<file path="config.mk">
export PLATFORM = sky130hd
export DESIGN_NAME = bcd_time_counter
export DESIGN_NICKNAME = d
export VERILOG_FILES = /design/src/rtl/bcd_time_pkg.sv /design/src/rtl/bcd2_mod_counter.sv /design/src/rtl/bcd_time_counter.sv
export SDC_FILE = /design/constraint.sdc
export NUM_CORES = 1
export LEC_CHECK = 0
export ABC_CLOCK_PERIOD_IN_PS = 2550
export CAP_MARGIN = 5
export CORE_UTILIZATION = 40
export CTS_BUF_LIST = sky130_fd_sc_hd__clkbuf_4
export DETAILED_ROUTE_END_ITERATION = 6
export HOLD_SLACK_MARGIN = 0.05
export PLACE_DENSITY = 0.67
export SLEW_MARGIN = 30
export SYNTH_ARGS = -nofsm -noshare
export SYNTH_HDL_FRONTEND = slang
export SYNTH_SLANG_ARGS = --single-unit
</file>
<file path="constraint.sdc">
create_clock -name clk -period 2.55 [get_ports clk]
set_input_delay 0.765 -clock clk [delete_from_list [all_inputs] [get_ports clk]]
set_output_delay 0.765 -clock clk [all_outputs]
set_load 0.05 [all_outputs]
</file>
<file path="src/rtl/bcd_time_pkg.sv">
// Shared types and helpers for the two-digit BCD time stages.
// Used by bcd2_mod_counter and bcd_time_counter.
package bcd_time_pkg;

  typedef logic [7:0] bcd2_t;

  localparam logic [3:0] BCD_MAX_DIGIT = 4'd9;

  function automatic logic [7:0] bcd2_to_bin(input bcd2_t value);
    return 8'(value[7:4]) * 8'd10 + 8'(value[3:0]);
  endfunction

  // A value is usable only if both digits are decimal and it is below the modulus.
  function automatic logic bcd2_valid(input bcd2_t value, input int unsigned mod);
    return (value[7:4] <= BCD_MAX_DIGIT) && (value[3:0] <= BCD_MAX_DIGIT) &&
           (32'(bcd2_to_bin(value)) < mod);
  endfunction

  function automatic bcd2_t bin_to_bcd2(input int unsigned value);
    return {4'(value / 10), 4'(value % 10)};
  endfunction

endpackage

</file>
<file path="src/rtl/bcd2_mod_counter.sv">
// Next-state logic of one two-digit BCD modulo stage (00..MOD-1).
// The state register lives in the parent so the next value can feed the alarm compare.
module bcd2_mod_counter
  import bcd_time_pkg::*;
#(
  parameter int unsigned MOD = 60
) (
  input  bcd2_t value,
  input  logic  step,
  input  logic  up,
  input  logic  load,
  input  bcd2_t load_value,
  output bcd2_t next_value,
  output logic  carry
);

  localparam bcd2_t MAX_VALUE = bin_to_bcd2(MOD - 1);

  // carry doubles as borrow when counting down; it is only raised on a real step.
  always_comb begin
    next_value = value;
    carry      = 1'b0;
    if (load) begin
      next_value = load_value;
    end else if (step) begin
      if (up) begin
        if (value == MAX_VALUE) begin
          next_value = 8'h00;
          carry      = 1'b1;
        end else if (value[3:0] == BCD_MAX_DIGIT) begin
          next_value = {value[7:4] + 4'd1, 4'd0};
        end else begin
          next_value = {value[7:4], value[3:0] + 4'd1};
        end
      end else begin
        if (value == 8'h00) begin
          next_value = MAX_VALUE;
          carry      = 1'b1;
        end else if (value[3:0] == 4'd0) begin
          next_value = {value[7:4] - 4'd1, BCD_MAX_DIGIT};
        end else begin
          next_value = {value[7:4], value[3:0] - 4'd1};
        end
      end
    end
  end

endmodule

</file>
<file path="src/rtl/bcd_time_counter.sv">
// hh:mm:ss BCD time counter with prescaler, up/down, validated load.
// Define TIME_ALARM_EN to add the hh:mm alarm ports and logic.
module bcd_time_counter
  import bcd_time_pkg::*;
#(
  parameter int unsigned SEC_MOD  = 60,
  parameter int unsigned MIN_MOD  = 60,
  parameter int unsigned HOUR_MOD = 24,
  parameter int unsigned TICK_DIV = 1
) (
  input  logic  clk,
  input  logic  rst,
  input  logic  en,
  input  logic  up,
  input  logic  load,
  input  bcd2_t load_hh,
  input  bcd2_t load_mm,
  input  bcd2_t load_ss,
`ifdef TIME_ALARM_EN
  input  logic  alarm_set,
  input  bcd2_t alarm_hh,
  input  bcd2_t alarm_mm,
  output logic  alarm,
`endif
  output bcd2_t hh,
  output bcd2_t mm,
  output bcd2_t ss,
  output logic  day_wrap,
  output logic  load_err
);

  localparam int unsigned PRE_W = (TICK_DIV > 1) ? $clog2(TICK_DIV) : 1;
  localparam logic [PRE_W-1:0] PRE_LAST = PRE_W'(TICK_DIV - 1);

  logic [PRE_W-1:0] prescaler;
  bcd2_t ss_next, mm_next, hh_next;
  logic  ss_carry, mm_carry, hh_carry;
  logic  load_ok, load_accept, tick, err_next;

  assign load_ok = bcd2_valid(load_hh, HOUR_MOD) && bcd2_valid(load_mm, MIN_MOD) &&
                   bcd2_valid(load_ss, SEC_MOD);
  assign load_accept = load && load_ok;
  // Any load, even a rejected one, suppresses the step of that cycle.
  assign tick = en && !load && (prescaler == PRE_LAST);

  bcd2_mod_counter #(.MOD(SEC_MOD)) u_sec (
    .value(ss), .step(tick), .up(up), .load(load_accept), .load_value(load_ss),
    .next_value(ss_next), .carry(ss_carry)
  );

  bcd2_mod_counter #(.MOD(MIN_MOD)) u_min (
    .value(mm), .step(ss_carry), .up(up), .load(load_accept), .load_value(load_mm),
    .next_value(mm_next), .carry(mm_carry)
  );

  bcd2_mod_counter #(.MOD(HOUR_MOD)) u_hour (
    .value(hh), .step(mm_carry), .up(up), .load(load_accept), .load_value(load_hh),
    .next_value(hh_next), .carry(hh_carry)
  );

  always_ff @(posedge clk or negedge rst) begin
    if (!rst) begin
      prescaler <= '0;
      hh        <= 8'h00;
      mm        <= 8'h00;
      ss        <= 8'h00;
      day_wrap  <= 1'b0;
      load_err  <= 1'b0;
    end else begin
      if (load) begin
        if (load_ok) prescaler <= '0;
      end else if (en) begin
        prescaler <= tick ? '0 : prescaler + PRE_W'(1);
      end
      hh       <= hh_next;
      mm       <= mm_next;
      ss       <= ss_next;
      day_wrap <= hh_carry;
      load_err <= err_next;
    end
  end

`ifdef TIME_ALARM_EN
  bcd2_t alarm_hh_reg, alarm_mm_reg;
  logic  armed, alarm_ok;

  assign alarm_ok = bcd2_valid(alarm_hh, HOUR_MOD) && bcd2_valid(alarm_mm, MIN_MOD);
  assign err_next = (load && !load_ok) || (alarm_set && !alarm_ok);

  // Compare against the value being written so the pulse lines up with the new time.
  always_ff @(posedge clk or negedge rst) begin
    if (!rst) begin
      alarm_hh_reg <= 8'h00;
      alarm_mm_reg <= 8'h00;
      armed        <= 1'b0;
      alarm        <= 1'b0;
    end else begin
      if (alarm_set && alarm_ok) begin
        alarm_hh_reg <= alarm_hh;
        alarm_mm_reg <= alarm_mm;
        armed        <= 1'b1;
      end
      alarm <= armed && (tick || load_accept) && (hh_next == alarm_hh_reg) &&
               (mm_next == alarm_mm_reg) && (ss_next == 8'h00);
    end
  end
`else
  assign err_next = load && !load_ok;
`endif

endmodule

</file>
==> results of run 1 <==
[Yosys cell counts (all sizes together), types with 6 or more instances]
cell / instances / share of area
mux2i: 12 / 0.035
dfrtp: 27 / 0.20
mux2: 19 / 0.074
a21oi: 27 / 0.040
nor3: 15 / 0.022
clkbuf: 10 / 0.011
ha: 38 / 0.14
nor4b: 6 / 0.021
a211oi: 8 / 0.017
inv: 28 / 0.030
o21ai: 26 / 0.038
nand4: 6 / 0.011
nor2: 26 / 0.028
nand2: 25 / 0.027
buf: 8 / 0.016
nand2b: 11 / 0.020
nand3: 10 / 0.014
nor2b: 7 / 0.013
a31oi: 8 / 0.014
[power by group through the flow]
| stage | Sequential, mW | Clock (mW) | Combinational, mW |
|---|---|---|---|
| 2_1_floorplan | 0.815 | 0 | 0.628 |
| 3_3_place_gp | 0.609 | 0 | 1.33 |
| 3_5_place_dp | 0.613 | 0 | 1.36 |
| 4_1_cts | 0.605 | 0.204 | 1.42 |
| 5_1_grt | 0.619 | 0.220 | 1.56 |
| 6_report | 0.607 | 0.200 | 1.44 |
[area by class of cell]
type,instances,area (um^2),share of cell area
multi-input combinational,332,2820,0.552
clock inverter,1,7.51,0.00147
tap,105,131,0.0257
timing repair buffer,154,1350,0.264
sequential,27,676,0.132
clock buffer,3,22.5,0.00440
inverter,28,105,0.0206
[flip-flops by register name, indices dropped and copies added (netlist names)]
name	count
hh	8
mm	8
ss	8
day_wrap	1
load_err	1
prescaler	1
[cell usage in the layout, fill, tap and decap left out, drive strengths merged, types with 4 or more instances in the layout]
| master | Yosys | final |
|---|---|---|
| buf | 8 | 112 |
| ha | 38 | 38 |
| clkdlybuf4s50 | 0 | 35 |
| inv | 28 | 28 |
| dfrtp | 27 | 27 |
| a21oi | 27 | 27 |
| nor2 | 26 | 26 |
| o21ai | 26 | 26 |
| nand2 | 25 | 25 |
| mux2 | 19 | 19 |
| nor3 | 15 | 15 |
| mux2i | 12 | 12 |
| nand2b | 11 | 11 |
| nand3 | 10 | 10 |
| a31oi | 8 | 8 |
| a211oi | 8 | 8 |
| nor2b | 7 | 7 |
| nand4 | 6 | 6 |
| nor4b | 6 | 6 |
| o31ai | 5 | 5 |
| fa | 5 | 5 |
| a311oi | 4 | 4 |
| o211ai | 4 | 4 |
| dlymetal6s2s | 0 | 4 |
| xnor2 | 4 | 4 |
| nor3b | 4 | 4 |
| a31o | 4 | 4 |
[cell families after synthesis]
kind of cell,share of synthesized area
AO/OA/AOI/OAI,0.238
XOR/XNOR,0.0127
adder cells (fa/ha/maj),0.170
buffers and inverters,0.0576
flip-flops,0.196
multiplexers,0.115
AND/OR/NAND/NOR,0.211
[timing repair]
| item | in CTS | in global routing |
|---|---|---|
| setup buffers | 7 | 4 |
| resized for setup | 92 | 18 |
| endpoints found under the hold margin | 0 | 0 |
| endpoints found under the setup margin | 28 | 31 |
| gates cloned | 1 | 0 |
| pin swaps | 30 | 12 |
[per-stage QoR]
| stage | area, um^2 | utilization | hold slack (ns) | TNS [ns] |
|---|---|---|---|---|
| 2_1_floorplan | 3550 | - | 0.469 | -25.80 |
| 3_3_place_gp | 4800 | 0.578 | 0.510 | -40.97 |
| 3_5_place_dp | 4800 | 0.578 | 0.546 | -41.99 |
| 4_1_cts | 5010 | 0.603 | 0.603 | -19.45 |
| 5_1_grt | 5110 | 0.616 | 0.630 | -21.41 |
| 6_report | 5110 | 0.616 | 0.610 | -20.54 |
[layer usage]
layer,track usage,vias to the layer above,share of wire
met5,0,-,0
met3,0.0129,10,0.041
met4,0.0505,0,0.010
met2,0.397,104,0.49
met1,0.320,1799,0.46
li1,-,1811,-
[worst max-delay path by stage]
stage	from	endpoint	slack, ns	cells after the start
5_1_grt	load_ss[7]	hh[5]	-0.89	11
3_5_place_dp	load_ss[5]	hh[5]	-1.71	11
2_1_floorplan	load_ss[4]	hh[3]	-1.12	11
4_1_cts	load_ss[7]	ss[0]	-0.84	11
3_3_place_gp	load_hh[5]	hh[5]	-1.67	11
6_report	load_ss[7]	hh[5]	-0.87	11
[critical path, stage by stage]
cell	delay, ns
buf_8	0.10
ha_4	0.23
ha_4	0.15
inv_2	0.05
fa_2	0.45
or4_4	0.49
a32oi_2	0.20
nand4_1	0.11
or4_4	0.61
buf_12	0.18
mux2_4	0.29
==> metrics.md, run 1 <==
| Metric | Value |
|---|---|
| Average wire per standard cell | 15.6 um |
| Syn_nets | 477 |
| Final WS setup | -0.870 ns |
| Comb pwr share | 0.641 |
| Ys Warns | 0 |
| Slew HR | 0.594 |
| Worst-Margin Slew | 0.602 ns |
| Cell variety after synth | 65 |
| DRT Pass-1 Iters | 5 |
| Hold Crit Depth | 1 |
| Period Utilization, post-route | 1.34 |
| Register area share after synthesis | 0.196 |
| Unrepaired setup endpoints after global routing | yes |
| Initial antenna violation count | 0 |
| RD Place Congestion | 0.884 |
| Gr ovfl total | 0 |
| Fillers | 696 |
| Seq cells post-synth | 27 |
| FMAX | 292 MHz |
| Reg2reg path depth | 10 |
| Worst EP required | 2.78 ns |
| Status | finished, violations left |
| Core Footprint | 8300 um^2 |
| Global-route wire length before repair | 16,800 um |
| Placed wire-length estimate | 7800 um |
| Post-synth EDFFs | 0 |
| Endpoints failing hold | 0 |
| Layout Cells excl Fill | 650 |
| Startpoint Class | primary input |
| Switch Pwr | 1.02 mW |
| Area Overhead vs Synth | 48.1% |
| Async set-or-reset flop fraction in the synthesized netlist | 1.00 |
| Max-cap violations | 0 |
| Final setup vio count | 26 |
| CTS tree | built |
| Vias in the first global route | 3,604 |
| Int Pwr | 1.23 mW |
| Hold Path End | prescaler |
| Worst R2R Start | ss[1] |
| Share of layout cells above drive strength 1 | 0.325 |
| DRC viols | 0 |
| Largest net degree at the start of global routing | 28 |
| # IOs | 55 |
| Max H-tree Level | 1 |
| Flop pwr share | 0.270 |
| Clock power share | 0.089 |
| Die H | 94.9 um |
| PortBufs | 54 |
| Hold-fix buffers at CTS | 0 |
| Crit path DAT | 3.65 ns |
| Via/cell ratio | 5.73 |
| Mapped Area | 3450 um^2 |
| Failing checks | negative setup slack |
| Min Tclk post-route | 3.42 ns |
| VDD IR max | 0.199 mV |
| CTS Sinks | 27 |
| Pre-CTS setup slack | -1.71 ns |
| Worst Min Path Start | prescaler |
| Syn avg cell area | 8.53 um^2 |
| Setup crit end kind | register |
| Antenna cells | 0 |
| Kind of critical path | in2reg |
| Critical R2R Capture | mm[7] |
| Switching share of total power | 0.454 |
| Max Root-Sink Buffers | 2 |
| Effective utilization at floorplan | 0.416 |
| Number of routed nets with antenna violations | 0 |
| Crit path max fanout | 7 |
| Power Density | 440 nW/um^2 |
| DRT iter0 DRCs | 246 |
| Final nets | 618 |
| R2R Setup Slk | 0.03 ns |
| Ys flop type | dfrtp_1 |
| Post-Synthesis Cells | 405 |
| DIE AREA | 9010 um^2 |
| Width of the chip | 94.9 um |
| Lkg Pwr | 2.31 nW |
| Vias | 3,724 |
| Hold Crit Class | reg2reg |
| CTS root buf | clkbuf_4 |
| Final Skew | 0.0162 ns |
| CTS clk-pin slew, worst paths | 0.17 ns |
| Cts bufs inserted | 3 |
| Cell Count Post-Placement | 634 |
| FP Rows | 33 |
| Clock Latency Late Sink | 0.34 ns |
| Final WL | 10,200 um |
| Pins over their slew limit | 0 |
| Total global-route track usage | 0.232 |
| Tot Pwr | 2.25 mW |
No activity file was read; power rests on OpenSTA's default activity.
==> inputs of run 2 (changes only) <==
Settings changed: CORE_ASPECT_RATIO from default to 1.5.
==> run 2 against run 1 <==
  * The flow still finishes with violations (negative setup slack)
  * Via count is 0.21% higher
  * Die area hardly changed
  * Clock-buffer cell count is 1 higher
  * Worst setup slack worse by 0.074 ns
  * First-iteration DRC count is 6.9% lower
  * Design area is 0.78% lower
  * Clock skew is 0.0037 ns lower
  * Combinational power hardly changed
  * Critical path depth is 2 higher
  * Global-route usage is 0.23 points lower
  * Flip-flop and latch count stayed put
  * Non-clock buffer count is 6 lower
  * Critical endpoint is now hh[7]
  * Largest power group unchanged
==> metrics.md, run 2 (synthesized netlist as in run 1, its figures left out) <==
| Metric | Value |
|---|---|
| # IOs | 55 (unchanged) |
| Vias | 3,732 (+0.21%) |
| CTS clk-pin slew, worst paths | 0.15 ns (-0.02 ns) |
| Placed wire-length estimate | 7580 um (-2.8%) |
| CTS root buf | clkbuf_4 |
| PortBufs | 54 (unchanged) |
| Max-cap violations | 0 (unchanged) |
| Final Skew | 0.0126 ns (-0.00366 ns) |
| Core Footprint | 8410 um^2 (+1.4%) |
| Vias in the first global route | 3,664 (+1.7%) |
| Failing checks | negative setup slack |
| VDD IR max | 0.494 mV (+150%) |
| FP Rows | 41 (+24%) |
| DRC viols | 0 (unchanged) |
| Hold-fix buffers at CTS | 0 (unchanged) |
| Post-route cell area | 5070 um^2 (-0.78%) |
| Slew HR | 0.581 (-0.0136) |
| Endpoints failing hold | 0 (unchanged) |
| Worst Min Path Start | prescaler |
| Number of routed nets with antenna violations | 0 (unchanged) |
| Commonest non-fill, non-tap cell in the layout | buf_4 |
| Final setup vio count | 26 (unchanged) |
| Startpoint Class | primary input |
| Crit path max fanout | 6 (-1) |
| DRT iter0 DRCs | 229 (-6.9%) |
| Width of the chip | 77.9 um (-18%) |
| Total Neg Setup Slack | -22.56 ns (-2.02 ns) |
| Average wire per standard cell | 15.8 um (+1.1%) |
| Most used routing layer | met2 |
| Hold Crit Class | reg2reg |
| Placed instance area | 4770 um^2 (-0.47%) |
| Met1 Use GR | 0.268 (-0.0511) |
| Global-route wire length before repair | 16,700 um (-0.21%) |
| Min Tclk post-route | 3.49 ns (+0.0742 ns) |
| Biggest regs | hh: 8 flops, mm: 8 flops, ss: 8 flops |
| Share of layout cells above drive strength 1 | 0.304 (-0.0205) |
| Pre-CTS setup slack | -1.70 ns (+0.00673 ns) |
| Period Utilization, post-route | 1.37 (+0.0291) |
| Final WS setup | -0.944 ns (-0.0742 ns) |
| Power Density | 441 nW/um^2 (+0.35%) |
| Worst R2R Start | ss[5] |
| Initial antenna violation count | 0 (unchanged) |
| Status | finished, violations left |
| GR Util met2 | 0.424 (+0.0273) |
| Final nets | 612 (-0.97%) |
| Cts bufs inserted | 3 (unchanged) |
| Kind of critical path | in2reg |
| Gr ovfl total | 0 (unchanged) |
| DIE AREA | 9020 um^2 (about the same) |
| RD Place Congestion | 0.953 (+7.9%) |
| Worst-Margin Slew | 0.623 ns (+0.0202 ns) |
| Unrepaired setup endpoints after global routing | yes |
| DRT Pass-1 Iters | 5 (unchanged) |
| Area Overhead vs Synth | 46.9% |
| CTS tree | built |
| Die H | 116 um (+22%) |
| Max H-tree Level | 1 (unchanged) |
| Pins over their slew limit | 0 (unchanged) |
| Largest net degree at the start of global routing | 28 (unchanged) |
| Clock Latency Late Sink | 0.34 ns (about the same) |
| Setup crit start | load_ss[7] |
| CTS Sinks | 27 (unchanged) |
| Final WL | 10,200 um (+0.43%) |
| FMAX | 286 MHz (-2.1%) |
| Met3 global-route usage | 0.0134 (+0.000503) |
| Antenna cells | 0 (unchanged) |
| Fin util | 0.603 (-0.0131) |
| Effective utilization at floorplan | 0.410 (-0.00563) |
| Crit path DAT | 3.73 ns (+0.08 ns) |
| Lkg Pwr | 2.36 nW (+2.1%) |
| Setup crit end kind | register |
| Via/cell ratio | 5.78 (+0.84%) |
| Max Root-Sink Buffers | 2 (unchanged) |
| Total global-route track usage | 0.229 (-0.00234) |
| Commonest cells after routing, fill and taps aside | buf_4 (83), clkdlybuf4s50_1 (31), ha_1 (29) |
| Worst EP required | 2.79 ns (about the same) |
run 2: cell types whose count changed in the layout (fill, tap and decap cells not counted), sizes merged:
cell	delta
buf	-9
dlymetal6s2s	+5
clkdlybuf4s50	-4
clkbuf	+2
clkdlybuf4s15	+2
clkinvlp	-1
dlygate4sd2	-1
run 2: path summary, 6_finish.rpt:
kind / end / slack [ns] / depth (start not counted)
hold / removal: prescaler / 0.59 / 1
min in group asynchronous: ss[0] / 0.78 / 2
setup reg to reg: hh[3] / 0.09 / 8
setup / recovery: hh[7] / -0.94 / 13
max in group asynchronous: ss[4] / 1.49 / 2
hold reg to reg: prescaler / 0.59 / 1
run 2: what timing repair did:
item,in CTS,in global routing
pin swaps,24,18
cloned,3,0
buffers inserted,7,2
hold endpoints to repair,0,0
resized for setup,73,19
endpoints found under the setup margin,28,34
run 2: per-stage QoR:
step                instances  total power [mW]  hold slack, ns
CTS                       645              2.22           0.590
global placement          631              1.93           0.512
floorplan                 405              1.44           0.469
finish                    646              2.24           0.592
global route              646              2.38           0.611
detailed placement        631              1.96           0.527
run 2: critical path: stages:
cell     delay, ns
buf_8         0.10
ha_4          0.26
ha_4          0.12
inv_2         0.04
fa_2          0.54
buf_6         0.10
buf_6         0.09
nor3b_2       0.04
maj3_2        0.31
o21a_1        0.22
or4_4         0.65
buf_16        0.20
mux2_4        0.29
run 2: final cells by class:
class | instances | area (um^2)
tap | 107 | 134
multi-input combinational | 332 | 2790
clock buffer | 4 | 30.0
inverter | 28 | 105
timing repair buffer | 148 | 1340
fill | 749 | 3340
sequential | 27 | 676
run 2: report_power, final:
part	total, mW	internal, mW	switching, mW
logic	1.42	0.659	0.763
clock network	0.206	0.0721	0.134
registers	0.610	0.492	0.118
total	2.24	1.22	1.01
run 2: routing by layer:
layer  vias up  share of wire  wire length [um]
met5         -              0                 0
met4         0          0.036               366
met3        27          0.035               359
met2       115           0.52              5320
met1      1789           0.41              4160
li1       1801              -                 -
==> inputs of run 3 (changes only) <==
Settings changed: SETUP_SLACK_MARGIN from default to 0.4.
==> run 3 against run 2 <==
  * The run still ends with negative setup slack left
  * Combinational power about the same
  * Clock skew decreased by 0.0016 ns
  * Global-route usage increased by 0.10 points
==> metrics.md, run 3 (synthesized netlist as in run 1, its figures left out) <==
| Metric | Value |
|---|---|
| Max Root-Sink Buffers | 2 (unchanged) |
| Worst path buffer plus inverter count | 6 (+1) |
| Biggest regs | hh: 8 flops, mm: 8 flops, ss: 8 flops |
| Fillers | 738 (-1.5%) |
| Crit path max-delay family | adder cells |
| Slowest library cell on the worst path | or4_4 |
| Max-cap violations | 0 (unchanged) |
| Antenna cells | 0 (unchanged) |
| Setup crit end kind | register |
| Total global-route track usage | 0.230 (+0.00100) |
| Via/cell ratio | 5.82 (+0.69%) |
| Max H-tree Level | 1 (unchanged) |
| Failing checks | negative setup slack |
| Critical R2R Capture | hh[6] |
| Pins over their slew limit | 0 (unchanged) |
| Cell count along the critical path | 14 (+1) |
| Setup crit start | load_ss[5] |
| Area Overhead vs Synth | 48.7% |
| CP Cell Sequence | buf_8 -> ha_4 -> ha_4 -> inv_2 -> fa_2 -> buf_6 -> buf_6 -> buf_6 -> nor3b_2 -> maj3_2 -> o21a_1 -> or4_4 -> buf_16 -> mux2_4 |
| Worst R2R Start | ss[0] |
| Period Utilization, post-route | 1.40 (+0.0266) |
| VDD IR max | 0.427 mV (-14%) |
| R2R Setup Slk | 0.17 ns (+0.08 ns) |
| DRT iter0 DRCs | 231 (+0.87%) |
| CTS tree | built |
| Share of layout cells above drive strength 1 | 0.362 (+0.0579) |
| CTS clk-pin slew, worst paths | 0.15 ns (about the same) |
| DRC viols | 0 (unchanged) |
| Final WL | 10,300 um (+1.3%) |
| Reg2reg path depth | 8 (unchanged) |
| Worst EP required | 2.77 ns (-0.02 ns) |
| Hold Crit Class | reg2reg |
| Most frequent CP cell | buf_6 |
| DRT Pass-1 Iters | 5 (unchanged) |
| Cell Count Post-Placement | 631 (unchanged) |
| Average wire per standard cell | 15.9 um (+0.48%) |
| Fin util | 0.611 (+0.00744) |
| Worst-Margin Slew | 0.632 ns (+0.00940 ns) |
| Slowest stage delay, CP | 0.64 ns (about the same) |
| Power Density | 434 nW/um^2 (-1.7%) |
| Effective utilization at floorplan | 0.410 (unchanged) |
| Final nets | 617 (+0.82%) |
| Layout Cells excl Fill | 651 (+0.77%) |
| Unrepaired setup endpoints after global routing | yes |
| FMAX | 281 MHz (-1.9%) |
| Die H | 116 um (unchanged) |
| DIE AREA | 9020 um^2 (unchanged) |
| CTS Sinks | 27 (unchanged) |
| PortBufs | 54 (unchanged) |
| Vias | 3,787 (+1.5%) |
| FP Rows | 41 (unchanged) |
| Setup crit end | hh[0] |
| Hold-fix buffers at CTS | 0 (unchanged) |
| Kind of critical path | in2reg |
| Final setup vio count | 26 (unchanged) |
| Startpoint Class | primary input |
| Crit path max fanout | 6 (unchanged) |
| CTS root buf | clkbuf_4 |
| Commonest cells after routing, fill and taps aside | buf_4 (86), ha_1 (29), inv_1 (27) |
| Tot Pwr | 2.23 mW (-0.49%) |
| Global-route wire length before repair | 16,800 um (+0.62%) |
| Placed wire-length estimate | 7580 um (unchanged) |
| Final WS setup | -1.01 ns (-0.0678 ns) |
| Placed instance area | 4770 um^2 (unchanged) |
| Number of routed nets with antenna violations | 0 (unchanged) |
| Largest net degree at the start of global routing | 28 (unchanged) |
| RD Place Congestion | 0.953 (unchanged) |
| Final Skew | 0.0109 ns (-0.00164 ns) |
| Initial antenna violation count | 0 (unchanged) |
| Commonest non-fill, non-tap cell in the layout | buf_4 |
| Clock Latency Late Sink | 0.33 ns (about the same) |
| Lkg Pwr | 2.29 nW (-2.9%) |
| Endpoints failing hold | 0 (unchanged) |
| Width of the chip | 77.9 um (unchanged) |
| Cts bufs inserted | 3 (unchanged) |
| Vias in the first global route | 3,694 (+0.82%) |
| Status | finished, violations left |
| Gr ovfl total | 0 (unchanged) |
| Crit path DAT | 3.79 ns (+0.06 ns) |
| Core Footprint | 8410 um^2 (unchanged) |
| Slew HR | 0.574 (-0.00634) |
| # IOs | 55 (unchanged) |
| Post-route cell area | 5140 um^2 (+1.2%) |
| Min Tclk post-route | 3.56 ns (+0.0678 ns) |
==> run 3: cell types whose count changed in the layout (fill, tap and decap cells not counted), sizes merged <==
cell and delta:
clkdlybuf4s50 -16, dlygate4sd2 +4, clkdlybuf4s15 +16, dlymetal6s2s -9, clkbuf +8, buf +2
==> run 3: power breakdown <==
part	internal (mW)	total (mW)	leakage, nW	switching, mW
registers	0.492	0.619	0.333	0.127
clock network	0.0719	0.202	0.0184	0.130
logic	0.637	1.41	1.94	0.769
total	1.20	2.23	2.29	1.03
==> run 3: final cells by class <==
cell class,instances,area (um^2),area share
clock buffers,4,30.0,0.00585
flip-flops and latches,27,678,0.132
repair buffers,153,1370,0.267
inverters,28,105,0.0205
multi-input cells,332,2820,0.549
well taps,107,134,0.0261
==> run 3: layer usage <==
metal / up-vias / track usage / share of wire
met1: 1838 / 0.267 / 0.40
met4: 0 / 0.104 / 0.030
met5: - / 0 / 0
met3: 26 / 0.0110 / 0.037
met2: 120 / 0.434 / 0.53
li1: 1803 / - / -
==> run 3: how the worst min path moves through the flow <==
stage	startpoint	endpoint	slack, ns	cells after the start
after global placement	prescaler	prescaler	0.51	1
after floorplan	rst	day_wrap	0.47	0
after CTS	prescaler	prescaler	0.59	1
final	prescaler	prescaler	0.60	1
after detailed placement	prescaler	prescaler	0.53	1
after global routing	prescaler	prescaler	0.62	1
==> run 3: repair_timing <==
item | 4_1_cts | 5_1_grt
resized for setup | 139 | 18
pin swaps | 27 | 5
cloned | 3 | 1
buffers inserted | 9 | 3
setup endpoints to repair | 53 | 38
==> run 3: stage by stage <==
step                      worst slack (ns)  hold WS, ns  setup TNS, ns
after floorplan                      -1.12        0.469         -25.80
final                                -1.01        0.601         -24.35
after CTS                           -0.991        0.590         -23.93
after global placement               -1.64        0.512         -40.58
after detailed placement             -1.70        0.527         -41.96
after global routing                 -1.04        0.616         -25.19
